**config.mk**
```make
export PLATFORM = sky130hd
export DESIGN_NAME = riscv_writeback_stage
export DESIGN_NICKNAME = d
export VERILOG_FILES = /design/src/rtl/riscv_configs.sv /design/src/rtl/riscv_load_ext.sv /design/src/rtl/riscv_mux.sv /design/src/rtl/riscv_writeback_stage.sv
export SDC_FILE = /design/constraint.sdc
export NUM_CORES = 1
export LEC_CHECK = 0
export CAP_MARGIN = 5
export CORE_MARGIN = 10
export CORE_UTILIZATION = 35
export CTS_CLUSTER_DIAMETER = 200
export DETAILED_ROUTE_END_ITERATION = 16
export PLACE_DENSITY = 0.7
export SETUP_SLACK_MARGIN = 0.5
export SKIP_CTS_REPAIR_TIMING = 1
export SLEW_MARGIN = 20
export SYNTH_ARGS = -nofsm -noshare
export SYNTH_HDL_FRONTEND = slang
export SYNTH_SLANG_ARGS = --single-unit
```
**constraint.sdc**
```tcl
create_clock -name i_clk -period 2.21 [get_ports i_clk]
set_input_delay 0.3315 -clock i_clk [delete_from_list [all_inputs] [get_ports i_clk]]
set_output_delay 0.3315 -clock i_clk [all_outputs]
set_load 0.03 [all_outputs]
```
**src/rtl/riscv_configs.sv**
```systemverilog
// rtl/riscv_configs.sv - shared constants for the writeback stage
// Purpose: default datapath width, result-select encodings, load funct3
// encodings and the writeback FSM state type.
package riscv_configs;

  localparam int XLEN_DEFAULT = 32;

  typedef enum logic [1:0] {
    RES_ALU  = 2'b00,
    RES_LOAD = 2'b01,
    RES_PC4  = 2'b10,
    RES_IMM  = 2'b11
  } result_src_e;

  localparam logic [2:0] F3_LB  = 3'b000;
  localparam logic [2:0] F3_LH  = 3'b001;
  localparam logic [2:0] F3_LW  = 3'b010;
  localparam logic [2:0] F3_LD  = 3'b011;
  localparam logic [2:0] F3_LBU = 3'b100;
  localparam logic [2:0] F3_LHU = 3'b101;
  localparam logic [2:0] F3_LWU = 3'b110;

  typedef enum logic {
    WB_RUN  = 1'b0,
    WB_WAIT = 1'b1
  } wb_state_e;

endpackage

```
**src/rtl/riscv_load_ext.sv**
```systemverilog
// rtl/riscv_load_ext.sv - load data extraction and sign/zero extension
// Ports:
//   funct3_i  load size/sign (RISC-V funct3)
//   addr_i    byte offset within the XLEN-wide read word
//   data_i    aligned read word from data memory
//   data_o    extended load value; zero for a funct3 illegal at this XLEN
module riscv_load_ext
  import riscv_configs::*;
#(
  parameter int XLEN  = XLEN_DEFAULT,
  parameter int OFF_W = $clog2(XLEN/8)
) (
  input  logic [2:0]       funct3_i,
  input  logic [OFF_W-1:0] addr_i,
  input  logic [XLEN-1:0]  data_i,
  output logic [XLEN-1:0]  data_o
);

  // Offset bits below the access size are ignored, so mask them before shifting.
  logic [OFF_W-1:0] off_h;
  logic [OFF_W-1:0] off_w;
  logic [7:0]       byte_v;
  logic [15:0]      half_v;
  logic [31:0]      word_v;

  assign off_h  = addr_i & ~OFF_W'(1);
  assign off_w  = addr_i & ~OFF_W'(3);
  assign byte_v = 8'(data_i >> {addr_i, 3'b000});
  assign half_v = 16'(data_i >> {off_h, 3'b000});
  assign word_v = 32'(data_i >> {off_w, 3'b000});

  always_comb begin
    data_o = '0;
    case (funct3_i)
      F3_LB:  data_o = XLEN'($signed(byte_v));
      F3_LH:  data_o = XLEN'($signed(half_v));
      F3_LW:  data_o = XLEN'($signed(word_v));
      F3_LBU: data_o = XLEN'(byte_v);
      F3_LHU: data_o = XLEN'(half_v);
      F3_LD:  if (XLEN == 64) data_o = data_i;
      F3_LWU: if (XLEN == 64) data_o = XLEN'(word_v);
      default: data_o = '0;
    endcase
  end

endmodule

```
**src/rtl/riscv_mux.sv**
```systemverilog
// rtl/riscv_mux.sv - generic N-input word multiplexer
// Ports:
//   in_i   N_MUX_IN packed words of WIDTH bits, index 0 selected by sel_i == 0
//   sel_i  select
//   out_o  selected word
module riscv_mux #(
  parameter int WIDTH    = 32,
  parameter int N_MUX_IN = 4
) (
  input  logic [N_MUX_IN-1:0][WIDTH-1:0]  in_i,
  input  logic [$clog2(N_MUX_IN)-1:0]     sel_i,
  output logic [WIDTH-1:0]                out_o
);

  assign out_o = in_i[sel_i];

endmodule

```
**src/rtl/riscv_writeback_stage.sv**
```systemverilog
// rtl/riscv_writeback_stage.sv - registered MEM/WB stage with late-load wait
// Ports:
//   i_clk, i_rstn                 clock, asynchronous active-low reset
//   i_valid_m .. i_ext_imm_m      instruction fields from MEM
//   i_flush_w                     squash the instruction entering WB
//   i_read_data_w, i_read_valid_w data-memory response
//   o_result_w, o_rd_w, o_reg_write_w  register-file write port
//   o_stall_w                     WB waiting for load data, freezes IF..MEM
//   o_retire_w, o_retire_cnt      retire pulse and retired-instruction count
module riscv_writeback_stage
  import riscv_configs::*;
#(
  parameter int XLEN  = XLEN_DEFAULT,
  parameter int CNT_W = 64
) (
  input  logic             i_clk,
  input  logic             i_rstn,
  input  logic             i_valid_m,
  input  logic             i_reg_write_m,
  input  logic [4:0]       i_rd_m,
  input  logic [1:0]       i_result_src_m,
  input  logic [2:0]       i_funct3_m,
  input  logic [XLEN-1:0]  i_alu_result_m,
  input  logic [XLEN-1:0]  i_pc_plus_4m,
  input  logic [XLEN-1:0]  i_ext_imm_m,
  input  logic             i_flush_w,
  input  logic [XLEN-1:0]  i_read_data_w,
  input  logic             i_read_valid_w,
  output logic [XLEN-1:0]  o_result_w,
  output logic [4:0]       o_rd_w,
  output logic             o_reg_write_w,
  output logic             o_stall_w,
  output logic             o_retire_w,
  output logic [CNT_W-1:0] o_retire_cnt
);

  localparam int OFF_W = $clog2(XLEN/8);

  logic             valid_q, valid_d;
  logic             reg_write_q;
  logic [4:0]       rd_q;
  logic [1:0]       result_src_q;
  logic [2:0]       funct3_q;
  logic [XLEN-1:0]  alu_q, pc4_q, imm_q;
  logic [XLEN-1:0]  word_q, word_d;
  wb_state_e        state_q, state_d;
  logic [CNT_W-1:0] cnt_q, cnt_d;

  logic             is_load;
  logic             completing;
  logic             stall;
  logic             retire;
  logic             reg_write;
  logic [XLEN-1:0]  load_word;
  logic [XLEN-1:0]  load_val;
  logic [3:0][XLEN-1:0] mux_in;

  assign is_load    = valid_q & (result_src_q == RES_LOAD);
  // Everything except a load still missing its data finishes this cycle.
  assign completing = ~is_load | i_read_valid_w;
  assign load_word  = i_read_valid_w ? i_read_data_w : word_q;

  // Stall covers every WB cycle of a late load, including the one where the
  // data finally arrives; an on-time load never raises it.
  always_comb begin
    state_d = state_q;
    stall   = 1'b0;
    case (state_q)
      WB_RUN: begin
        if (is_load && !i_read_valid_w) begin
          state_d = WB_WAIT;
          stall   = 1'b1;
        end
      end
      WB_WAIT: begin
        stall = 1'b1;
        if (i_read_valid_w) state_d = WB_RUN;
      end
      default: state_d = WB_RUN;
    endcase
  end

  // The register only holds while a load is waiting; the edge that ends the
  // completing cycle takes the next MEM instruction even though stall was high.
  // While holding, i_flush_w has no effect, so a waiting load is never squashed.
  always_comb begin
    retire    = valid_q & completing;
    reg_write = retire & reg_write_q & (rd_q != 5'd0);
    valid_d   = completing ? (i_valid_m & ~i_flush_w) : valid_q;
    word_d    = (is_load && i_read_valid_w) ? i_read_data_w : word_q;
    cnt_d     = retire ? cnt_q + CNT_W'(1) : cnt_q;
  end

  always_ff @(posedge i_clk or negedge i_rstn) begin
    if (!i_rstn) begin
      state_q <= WB_RUN;
      valid_q <= 1'b0;
      word_q  <= '0;
      cnt_q   <= '0;
    end else begin
      state_q <= state_d;
      valid_q <= valid_d;
      word_q  <= word_d;
      cnt_q   <= cnt_d;
    end
  end

  always_ff @(posedge i_clk or negedge i_rstn) begin
    if (!i_rstn) begin
      reg_write_q  <= 1'b0;
      rd_q         <= '0;
      result_src_q <= '0;
      funct3_q     <= '0;
      alu_q        <= '0;
      pc4_q        <= '0;
      imm_q        <= '0;
    end else if (completing) begin
      reg_write_q  <= i_reg_write_m;
      rd_q         <= i_rd_m;
      result_src_q <= i_result_src_m;
      funct3_q     <= i_funct3_m;
      alu_q        <= i_alu_result_m;
      pc4_q        <= i_pc_plus_4m;
      imm_q        <= i_ext_imm_m;
    end
  end

  riscv_load_ext #(
    .XLEN (XLEN),
    .OFF_W(OFF_W)
  ) u_load_ext (
    .funct3_i(funct3_q),
    .addr_i  (alu_q[OFF_W-1:0]),
    .data_i  (load_word),
    .data_o  (load_val)
  );

  always_comb begin
    mux_in           = '0;
    mux_in[RES_ALU]  = alu_q;
    mux_in[RES_LOAD] = load_val;
    mux_in[RES_PC4]  = pc4_q;
    mux_in[RES_IMM]  = imm_q;
  end

  riscv_mux #(
    .WIDTH   (XLEN),
    .N_MUX_IN(4)
  ) u_result_mux (
    .in_i (mux_in),
    .sel_i(result_src_q),
    .out_o(o_result_w)
  );

  assign o_rd_w        = rd_q;
  assign o_reg_write_w = reg_write;
  assign o_stall_w     = stall;
  assign o_retire_w    = retire;
  assign o_retire_cnt  = cnt_q;

endmodule
```
; ---- After elaboration in Yosys (flattened, before gate mapping)
; Index checks and enable logic that the tools add are counted.
; W data, S select, Z words.
[totals]
regBits = 205
[op_classes]
addsub = 1
order_cmp = 1
eq_ne = 5
shift = 2
n_mux = 8
n_bitwise = 9
reduce_logical = 5
[ops]
columns = cell, n
row1 = $pmux W32 S5, 1
row2 = $add A64 B1 Y64 const B, 1
row3 = $bmux W32 S2, 1
row4 = $mux W32, 2
row5 = $shr A32 B5 Y16, 1
row6 = $shr A32 B5 Y8, 1
row7 = $eq A3 B3 Y1 const B, 2
row8 = $and A1 B1 Y1, 5
row9 = $reduce_bool A5 Y1, 1
row10 = $pmux W1 S2, 2
row11 = $eq A3 B1 Y1 const B, 1
row12 = $eq A3 B2 Y1 const B, 1
row13 = $logic_not A3 Y1, 1
row14 = $lt A2 B3 Y1 const B, 1
row15 = $not A1 Y1, 3
row16 = $eq A2 B1 Y1 const B, 1
row17 = $logic_and A1 B1 Y1, 2
row18 = $mux W1, 2
row19 = $logic_not A1 Y1, 1
row20 = $or A1 B1 Y1, 1

; ---- Depth between registers and ports, before layout
[logic_depth]
depth_word = 7
mapped_depth = 9
ltp_nobuf = 7

; ---- By module
; From an unflattened synthesis, not the netlist that was laid out.
[hier_totals]
hier_cells = 990
hier_area_um2 = 10227.3
[by_module_without_submodules]
columns = mod, instances, cells_per_inst, area_each_um2
row1 = riscv_writeback_stage, 1, 837, 8558.2
row2 = riscv_load_ext, 1, 114, 854.6
row3 = riscv_mux, 1, 39, 814.5

; ---- Worst setup path before layout
; Ideal clock, no wire load.
[synth_path]
path_kind = register -> output
start = reg funct3_q[1]
end = out o_result_w[10]
t_arrival_ps = 1978
slack_ps = -99
path_stages_with_launch = 7
path_buffers = 2
path_cell_list = dfrtp_1 -> clkbuf_1 -> nor2b_1 -> nor3_1 -> clkbuf_1 -> a221oi_1 -> a21oi_1
[synth_between]
elab_chain_len = 4
word_cells_on_any_way = 8
cone_classes = eq/ne (4) / mux (3) / reduce/logical (1)
[synth_rtl]
columns = item, line
row1 = start: declaration, riscv_writeback_stage.sv:43  ; logic [2:0] funct3_q;
row2 = start signal: assignment, riscv_writeback_stage.sv:121  ; funct3_q <= i_funct3_m;
row3 = "$eq A3 B3 Y1, or another cell as far along", riscv_load_ext.sv:34  ; case (funct3_i)
row4 = $pmux W32 S5 (*), riscv_load_ext.sv:34
row5 = $bmux W32 S2 (*), riscv_mux.sv:15  ; assign out_o = in_i[sel_i];
row6 = $mux W32 (not written as such) (*), riscv_mux.sv:15
row7 = end: declaration, riscv_writeback_stage.sv:29  ; output logic [XLEN-1:0] o_result_w,
; Mark *: on every way between the ends. The rest lies on a longest branch, timed or not. The select of a mux whose other input is x is not followed.

; ---- Worst setup path after layout
[layout_path]
start = reg alu_q[1]
end = out o_result_w[29]
[layout_between]
elab_chain_len = 4
word_cells_on_any_way = 5
cone_classes = shift (2) / mux (3)
[layout_rtl]
columns = item, line
row1 = start: declaration, riscv_writeback_stage.sv:44  ; logic [XLEN-1:0] alu_q, pc4_q, imm_q;
row2 = start signal: assignment, riscv_writeback_stage.sv:122  ; alu_q <= i_alu_result_m;
row3 = $shr A32 B5 Y16 or $shr A32 B5 Y8 (tied branches), "riscv_load_ext.sv:29, riscv_load_ext.sv:28"
row4 = $pmux W32 S5 (*), riscv_load_ext.sv:34
row5 = $bmux W32 S2 (*), riscv_mux.sv:15
row6 = $mux W32 (not written as such) (*), riscv_mux.sv:15
; Marked as above.

==> flow_summary.yaml <==
sta:
  finalCritPeriodShare: 1.26
  timing.final.ws_setup_ns: -0.585
  max_freq_mhz: 358
  finalSetupTns_ns: -15.91
  slew_violations: 0
  setup-violations-final: 36
  worst_pin_slew_ns: 0.603
  relSlewSlack: 0.594
  hold_violations: 0
  rsz0062_at_grt: "true"
  post-route-min-period_ns: 2.80
  fin_skew_ns: 0.0240
clock_network:
  cts_sinks: 205
  ctsLongestPathBuffers: 3
  clk_pin_slew_ns: 0.06
  clkLatencyLatePin_ns: 0.53
  cts_buffers: 24
  cts_tree: "done"
  cts-root-buf: "clkbuf_16"
  htree_levels: 1
layout:
  area_growth_pct: 63.0
  post-route-util: 0.575
  fillers: 2278
  multi_input_area_mm2: 0.00572
  drive_gt1_frac: 0.459
  seq_area_mm2: 0.00518
  nNetsFinal: 1345
yosys:
  syn_area_mm2: 0.0101
  synth_top_area_frac: 0.507
  synth_edf_count: 0
  synthTopCellsByArea: "dfrtp_1 (51%), mux2_2 (18%), xnor2_1 (3.6%)"
  synth_cells: 839
  avgSynthCellArea_um2: 12.0
  synth_area_leader_cell: "dfrtp_1"
  synthTopCellsByCount: "dfrtp_1 (205), mux2_2 (164), nand2_1 (67)"
  yosys_warnings: 0
  syn_nets: 984
  synth_ff_type: "dfrtp_1"
  synthDistinctLibCells: 52
  synth-seq-area-share: 0.507
  synthArstFlopShare: 1.00
  synth.most_common_cell: "dfrtp_1"
  ys_ff_latch: 205
die:
  core-area_mm2: 0.0286
  num_rows: 62
  dieArea_mm2: 0.0361
  start_util: 0.353
  die_y_um: 190
  num_io_pins: 248
  die_w_um: 190
placed_design:
  place_worst_setup_slack_ns: -0.439
  port_buffers: 247
  gp_congestion: 0.848
  dp_hpwl_um: 23500
critical_path:
  critPathBufInv: 2
  worstRegToRegCells: 10
  crit_path_max_incr_delay_ns: 0.47
  crit_required_ns: 1.88
  crit_fanout: 6
  path_depth: 8
  worst_setup_path_start_kind: "register"
  crit_slowest_cell: "dfrtp_2"
  worstSetupEndpointType: "primary output"
  arrival_ns: 2.46
  crit_path_frequent_cell: "mux2_4"
  cp_cell_sequence: "mux2i_1 -> mux2_4 -> mux2_4 -> nor3_4 -> buf_6 -> nand2_8 -> o211ai_1 -> buf_4"
  crit_family: "multiplexers"
  path_class: "reg -> out"
grt:
  grt_pass1_wl_um: 48500
  grt_max_degree: 59
  antenna_found_initial: 6
  grt_overflow: 0
  gr-usage-all-layers: 0.168
  first_global_vias: 8387
power_and_ir_drop:
  power.switching_mw: 2.98
  seqPwrFrac: 0.401
  p_int_mw: 7.90
  p_clk_frac: 0.380
  swShare: 0.274
  ir_worst_vdd_v: 0.000494
  power_frac_comb: 0.220
  pwr_density_cell_mw_per_mm2: 661
  finalPower_mw: 10.9
  power_leakage_nw: 8.30
job:
  cap_violations: 0
status:
  violations: "setup timing"
  status: "finished with violations"
route:
  routed_wl_um: 35300
  drc: 0
  num_vias: 8345
  drt-initial-drc-count: 423
  antenna_left: 0
  firstDrtPassIters: 5
  vias_per_cell: 5.20
  routedWlPerCell_um: 22.0
min_path:
  worst_hold_path_type: "in -> reg"
  hold_depth: 3
sequential cells by signal, summed over array words and instances (netlist names):
register      cells
state_q           1
alu_q            32
reg_write_q       1
result_src_q      2
word_q           32
valid_q           1
o_rd_w            5
imm_q            32
funct3_q          3
pc4_q            32
o_retire_cnt     64
power groups by stage:
stage	clock network [mW]	registers, mW	logic (mW)
finish	4.13	4.36	2.39
global route	4.38	4.40	2.53
CTS	4.21	4.35	2.19
detailed placement	0	4.41	2.18
global placement	0	4.39	2.16
floorplan	0	4.46	1.09
worst paths after layout:
kind,from,end,slack [ns]
max in group asynchronous,i_rstn,o_retire_cnt[44]$_DFFE_PN0N_,1.19
setup / recovery,alu_q[1]$_DFFE_PN0N_,o_result_w[29],-0.59
hold reg to reg,o_retire_cnt[63]$_DFFE_PN0N_,o_retire_cnt[63]$_DFFE_PN0N_,0.46
min in group asynchronous,i_rstn,o_retire_cnt[32]$_DFFE_PN0N_,0.37
setup reg to reg,result_src_q[0]$_DFFE_PN0N_,o_retire_cnt[56]$_DFFE_PN0N_,-0.06
hold / removal,i_read_valid_w,state_q$_DFF_PN0_,0.31
placed cells by master (no fill, tap or decap), types with 6 or more instances in the layout:
cell / synthesis / layout
nand2_2: 0 / 10
dlymetal6s2s_1: 0 / 68
o211ai_1: 9 / 9
xnor2_1: 41 / 33
nor2_4: 1 / 6
dfrtp_1: 205 / 165
nand4_1: 14 / 14
a21oi_4: 0 / 9
mux4_2: 7 / 7
dfrtp_2: 0 / 40
inv_1: 12 / 10
clkbuf_8: 0 / 6
nand3_4: 2 / 9
a21oi_2: 0 / 7
clkbuf_1: 26 / 6
nor2_1: 37 / 27
nand3_1: 28 / 9
a21oi_1: 25 / 9
and3_1: 10 / 9
a22oi_1: 14 / 8
buf_4: 2 / 90
buf_6: 0 / 39
nor3_4: 1 / 8
mux2_4: 0 / 49
o21ai_0: 18 / 12
xor2_1: 22 / 21
a222oi_1: 7 / 7
mux2_2: 164 / 115
a221oi_1: 16 / 12
xnor2_2: 0 / 8
nand3_2: 1 / 13
mux2i_1: 32 / 31
a22oi_2: 0 / 6
clkbuf_16: 0 / 34
buf_12: 0 / 22
clkdlybuf4s50_1: 0 / 141
nand2_1: 67 / 51
a221o_2: 0 / 7
through the flow:
| stage | cell area, um^2 | hold slack, ns | std cells |
|---|---|---|---|
| 3_3_place_gp | 14000 | 0.341 | 1499 |
| 6_report | 16500 | 0.310 | 1604 |
| 2_1_floorplan | 10600 | 0.0359 | 839 |
| 4_1_cts | 14800 | -0.210 | 1542 |
| 3_5_place_dp | 14000 | 0.346 | 1499 |
| 5_1_grt | 16500 | 0.330 | 1601 |
worst register-to-register path, delay by kind of cell (launching register included):
kind	cells	cell delay, ns
flip-flops	1	0.39
AND/OR/NAND/NOR	5	0.96
XOR/XNOR	1	0.14
buffers and inverters	4	0.62
cell families after synthesis:
group | share of synthesized area
AOI/OAI and AO/OA | 0.0691
xor gates and xnor gates | 0.0546
adders and majority gates | 0.00124
buffers and inverters | 0.0239
DFF | 0.507
muxes | 0.230
and+or+nand+nor | 0.114
routing by layer:
layer | global-route usage | vias up | wire length, um
met5 | 0 | - | 48
met4 | 0.0357 | 8 | 661
met3 | 0.0577 | 50 | 2670
met2 | 0.271 | 263 | 17400
met1 | 0.213 | 4228 | 14500
li1 | - | 3796 | -
final cells by class:
class,instances,share of cell area
Antenna cell,3,0.000456
Tap cell,384,0.0292
Clock buffer,35,0.0420
Clock inverter,8,0.00767
Timing Repair Buffer,380,0.256
Sequential cell,205,0.314
Inverter,12,0.00296
Multi-Input combinational cell,577,0.347
No activity file was read; power rests on OpenSTA's default activity.
